[config.mk]
export PLATFORM = sky130hd
export DESIGN_NAME = alu_arbiter
export DESIGN_NICKNAME = d
export VERILOG_FILES = /design/src/rtl/alu_arbiter.sv
export SDC_FILE = /design/constraint.sdc
export NUM_CORES = 1
export LEC_CHECK = 0
export ABC_AREA = 0
export BUFFER_PORTS_ARGS = -buffer_cell sky130_fd_sc_hd__buf_2
export CAP_MARGIN = 20
export CORE_ASPECT_RATIO = 0.5
export CORE_UTILIZATION = 35
export DETAILED_ROUTE_END_ITERATION = 10
export HOLD_SLACK_MARGIN = 0.05
export PLACE_DENSITY_LB_ADDON = 0.08
export REMOVE_ABC_BUFFERS = 1
export SLEW_MARGIN = 20
export SYNTH_ARGS = -nofsm -noshare
export SYNTH_HDL_FRONTEND = slang
export SYNTH_SLANG_ARGS = --single-unit
[constraint.sdc]
create_clock -name i_clk -period 2.6 [get_ports i_clk]
set_clock_uncertainty 0.1 [all_clocks]
set_input_delay 0.52 -clock i_clk [delete_from_list [all_inputs] [get_ports i_clk]]
set_output_delay 0.52 -clock i_clk [all_outputs]
set_load 0.01 [all_outputs]
[src/rtl/alu_arbiter.sv]
// alu_arbiter: shares one ALU between two requesters with round-robin
// arbitration and a single operation outstanding at a time. Commands are
// accepted in IDLE, the ALU result is captured after its fixed latency and
// returned on the owning requester's response channel.

module alu_arbiter #(
  parameter int unsigned NBIT    = 32,
  parameter int unsigned ALU_LAT = 1
) (
  input  logic            i_clk,
  input  logic            i_rstn,
  // requester 0 command channel
  input  logic            i_req0_valid,
  output logic            o_req0_ready,
  input  logic [NBIT-1:0] i_req0_a,
  input  logic [NBIT-1:0] i_req0_b,
  input  logic [3:0]      i_req0_fc,
  // requester 1 command channel
  input  logic            i_req1_valid,
  output logic            o_req1_ready,
  input  logic [NBIT-1:0] i_req1_a,
  input  logic [NBIT-1:0] i_req1_b,
  input  logic [3:0]      i_req1_fc,
  // requester 0 response channel
  output logic            o_rsp0_valid,
  input  logic            i_rsp0_ready,
  output logic [NBIT-1:0] o_rsp0_data,
  output logic            o_rsp0_cout,
  output logic            o_rsp0_err,
  // requester 1 response channel
  output logic            o_rsp1_valid,
  input  logic            i_rsp1_ready,
  output logic [NBIT-1:0] o_rsp1_data,
  output logic            o_rsp1_cout,
  output logic            o_rsp1_err,
  // shared ALU
  output logic [NBIT-1:0] o_alu_a,
  output logic [NBIT-1:0] o_alu_b,
  output logic [3:0]      o_alu_fc,
  input  logic [NBIT-1:0] i_alu_data,
  input  logic            i_alu_cout,
  // status
  output logic            o_busy
);

  localparam int unsigned CNT_W = (ALU_LAT > 0) ? $clog2(ALU_LAT + 1) : 1;

  typedef enum logic [1:0] {
    IDLE,
    EXEC,
    RESP
  } state_t;

  state_t           state;
  logic             last_grant;
  logic             owner;
  logic [CNT_W-1:0] cnt;

  logic             grant;
  logic             accept;
  logic             acc_legal;
  logic [NBIT-1:0]  acc_a;
  logic [NBIT-1:0]  acc_b;
  logic [3:0]       acc_fc;
  logic             rsp_done;

  // Per-requester response registers, indexed by requester number
  logic [1:0]       rsp_valid;
  logic [1:0]       rsp_cout;
  logic [1:0]       rsp_err;
  logic [NBIT-1:0]  rsp_data [2];

  function automatic logic fc_legal(input logic [3:0] fc);
    case (fc)
      4'b0000, 4'b0001, 4'b0010,
      4'b0100, 4'b0101, 4'b0110, 4'b0111: fc_legal = 1'b1;
      default:                            fc_legal = 1'b0;
    endcase
  endfunction

  // Round-robin pick: a lone requester wins, a tie goes to the one not served last
  always_comb begin
    grant = 1'b0;
    if (i_req0_valid && i_req1_valid) begin
      grant = ~last_grant;
    end else if (i_req1_valid) begin
      grant = 1'b1;
    end
  end

  // Ready is gated by reset so every output reads 0 while reset is held
  assign o_req0_ready = i_rstn && (state == IDLE) && i_req0_valid && !grant;
  assign o_req1_ready = i_rstn && (state == IDLE) && i_req1_valid &&  grant;
  assign accept       = o_req0_ready || o_req1_ready;

  // Payload of the granted requester
  always_comb begin
    acc_a  = i_req0_a;
    acc_b  = i_req0_b;
    acc_fc = i_req0_fc;
    if (grant) begin
      acc_a  = i_req1_a;
      acc_b  = i_req1_b;
      acc_fc = i_req1_fc;
    end
  end

  assign acc_legal = fc_legal(acc_fc);
  assign rsp_done  = owner ? i_rsp1_ready : i_rsp0_ready;
  assign o_busy    = (state != IDLE);

  assign o_rsp0_valid = rsp_valid[0];
  assign o_rsp0_data  = rsp_data[0];
  assign o_rsp0_cout  = rsp_cout[0];
  assign o_rsp0_err   = rsp_err[0];
  assign o_rsp1_valid = rsp_valid[1];
  assign o_rsp1_data  = rsp_data[1];
  assign o_rsp1_cout  = rsp_cout[1];
  assign o_rsp1_err   = rsp_err[1];

  // Arbitration FSM: accept, launch operands, wait out the ALU latency, respond
  always_ff @(posedge i_clk or negedge i_rstn) begin
    if (!i_rstn) begin
      state       <= IDLE;
      last_grant  <= 1'b1;
      owner       <= 1'b0;
      cnt         <= '0;
      o_alu_a     <= '0;
      o_alu_b     <= '0;
      o_alu_fc    <= '0;
      rsp_valid   <= '0;
      rsp_cout    <= '0;
      rsp_err     <= '0;
      rsp_data[0] <= '0;
      rsp_data[1] <= '0;
    end else begin
      case (state)
        IDLE: begin
          if (accept) begin
            last_grant <= grant;
            owner      <= grant;
            if (acc_legal) begin
              o_alu_a  <= acc_a;
              o_alu_b  <= acc_b;
              o_alu_fc <= acc_fc;
              cnt      <= CNT_W'(ALU_LAT);
              state    <= EXEC;
            end else begin
              // Illegal code never reaches the ALU; answer immediately with an error
              rsp_valid[grant] <= 1'b1;
              rsp_data[grant]  <= '0;
              rsp_cout[grant]  <= 1'b0;
              rsp_err[grant]   <= 1'b1;
              state            <= RESP;
            end
          end
        end
        EXEC: begin
          if (cnt == '0) begin
            rsp_valid[owner] <= 1'b1;
            rsp_data[owner]  <= i_alu_data;
            rsp_cout[owner]  <= i_alu_cout;
            rsp_err[owner]   <= 1'b0;
            state            <= RESP;
          end else begin
            cnt <= cnt - 1'b1;
          end
        end
        RESP: begin
          if (rsp_done) begin
            rsp_valid[owner] <= 1'b0;
            state            <= IDLE;
          end
        end
        default: state <= IDLE;
      endcase
    end
  end

endmodule

==> impl_metrics.toml <==
[critical_path]
worstSetupEndpointType = "output port"
worst_r2r_endpoint = "o_rsp0_data[2]"
rr_worst_depth = 5
crit_type = "flop to output port"
r2r_slack_ps = 680
critPathLaunchType = "flop"
worstPathMaxFanout = 6
critical_path_arrival_ps = 1540
worstReg2RegStart = "state[1]"
cpPeakStageDelay_ps = 430
crit_required_ps = 1980
cp_cell_sequence = "nor2_1, inv_1, nor3_1, buf_2"
cp_slowest_cell = "dfrtp_1"

[clock_tree]
cts.repair.resized = 0
root_buffer = "clkbuf_16"
cts_tree = "built"
cts_made_buffers = 17
cts_buffer_depth = 2
cts_hold_buf = 1
cts_setup_buffers = 0
clk_latency_ps = 400
cts.sinks = 143
clkTransAtPathRegs_ps = 60
h-tree-depth = 4

[timing]
setup_tns_ps = 0
period_share_pct = 83.0
max_freq_mhz = 463
hold_viol_final = 0
setup_viol = 0
slew_headroom_pct = 50.0
min_period_ps = 2160
rsz0062_at_grt = "no"
worst_pin_slew_ps = 750
slew_viol_final = 0

[floorplan]
die_y_um = 94.1
initial_core_util_pct = 36.1
die_w_um = 186
dieArea_mm2 = 0.0175
io_pins = 316
fp-row-count = 33
core_mm2 = 0.0165

[layout]
final_common_cell = "buf_2"
nets = 980
finalInstanceArea_mm2 = 0.00834
n_fill_cell = 1571
drive_gt1_share_pct = 45.2
seq_area_mm2 = 0.00358
layout_common_cells = "buf_2, dfrtp_1, nand2_1"
diodes = 0
multi_input_area_mm2 = 0.00217
area_growth_pct = 40.4

[detailed_routing]
drt_iter0_drc = 155
drc = 0
via_per_inst = 4.65
drt.antenna.violating_nets = 0
drt_first_pass_iters = 4
routed_wl_um = 15900
num_vias = 4858
wl_per_cell_um = 15.2

[synthesis]
syn_inst = 494
syn-mean-instance-area_um2 = 12.0
ys_ff_latch = 143
yosysTopAreaCell = "dfrtp_1"
netlist_area_mm2 = 0.00594
ys_seq_area_share_pct = 60.2
synth_top_area_share_pct = 59.8
ys_types = 33
yosysWarnings = 0
ys_top_cells_by_area = "dfrtp_1, mux2i_1, a22o_1"

[pwr]
power_leakage_nw = 4.69
p_per_area_mw_per_mm2 = 1150
vdd_drop_max_v = 0.000487
total_power_mw = 9.60

[grt]
grt_antenna_before_repair = 0
grt_max_degree = 142
grt_pass1_vias = 4598
globalRouteOverflowTotal = 0
grtUsageTotal_pct = 18.1
grt_pass1_wl_um = 24200

[placed_design]
io_buffers = 315
gp_congestion = 0.741
hpwlAfterDp_um = 11300
place_area_mm2 = 0.00776

[status]
status = "finished, final reports clean"

[min_path]
min_path_type = "primary input to async pin"

[run]
maxCapViolations = 0
==> critical path: cells and delay by family (launching register included) <==
family	cells	cell delay (ps)
simple gates	2	470
flops	1	430
buf+inv	2	240
==> power by group <==
group	switching (mW)	internal, mW	leakage [nW]
clock network	1.05	1.35	0.281
registers	0.544	3.25	1.84
logic	1.84	1.56	2.56
==> routing by layer <==
metal / wire [um] / vias up / track usage, % / share of wire [%]
met4: 144 / 0 / 4.78 / 0.91
met2: 7840 / 151 / 30.9 / 49
met1: 6900 / 2285 / 22.9 / 44
li1: - / 2408 / - / -
met3: 976 / 14 / 4.26 / 6.2
met5: 0 / - / 0 / 0
==> through the flow <==
step,instances,hold WS [ps],util (%),setup WS (ps)
floorplan,458,124,-,-4860
global placement,1012,217,47.1,457
detailed placement,1012,215,47.1,467
CTS,1045,219,50.6,402
global route,1045,223,50.6,251
finish,1045,183,50.6,441
==> logic make-up (layout without fill, tap and decap cells) <==
family	after synthesis	in the layout	synth area share [%]
compound gates	148	148	17.1
buf+inv	40	364	3.79
flops	143	143	60.2
simple gates	94	94	7.22
mux	69	69	11.6
==> cells in the mapped netlist <==
library cell,instances
a21o_1,1
nand2b_1,3
nor3_2,3
and3_1,1
mux2i_1,68
o21ai_1,16
dfstp_2,1
buf_4,1
a21bo_1,1
inv_1,4
nand3_2,1
buf_1,2
dfrtp_1,142
o211ai_1,2
nor4b_1,1
nor3_1,2
o22ai_1,2
nor2_1,2
mux2_2,1
o21ai_0,57
buf_2,13
and2_1,2
and3b_1,3
nor3b_2,1
nand2_1,73
buf_6,7
o21a_1,1
nor2b_1,1
a21boi_2,1
nand2_2,1
clkbuf_1,11
clkbuf_2,2
a22o_1,67
==> sequential cells by signal (all words and copies together) (netlist names) <==
name,flops
o_rsp1_data,32
cnt,1
rsp_cout,2
o_alu_b,32
owner,1
o_alu_fc,4
state,2
rsp_err,2
last_grant,1
rsp_valid,2
o_rsp0_data,32
o_alu_a,32
==> cell type report <==
class | instances | area share, %
clock buffer | 17 | 5.10
clock inverter | 15 | 1.80
inverter | 4 | 0.180
multi-input combinational | 311 | 26.0
sequential | 143 | 42.9
tap | 227 | 3.40
timing repair buffer | 328 | 20.6
==> how the worst max path moves through the flow <==
stage                            start         endpoint  depth (start not counted)  slack [ps]
after detailed placement  i_req0_valid  o_rsp1_data[10]                          7         470
after global placement    i_req0_valid   o_rsp1_data[8]                          7         460
after floorplan           i_req1_valid       o_alu_a[0]                          4       -4860
final                         state[1]     o_req0_ready                          4         440
after global routing          state[1]     o_req0_ready                          4         250
after CTS                     state[1]     o_req0_ready                          4         400
(Power assumes the default switching activity.)
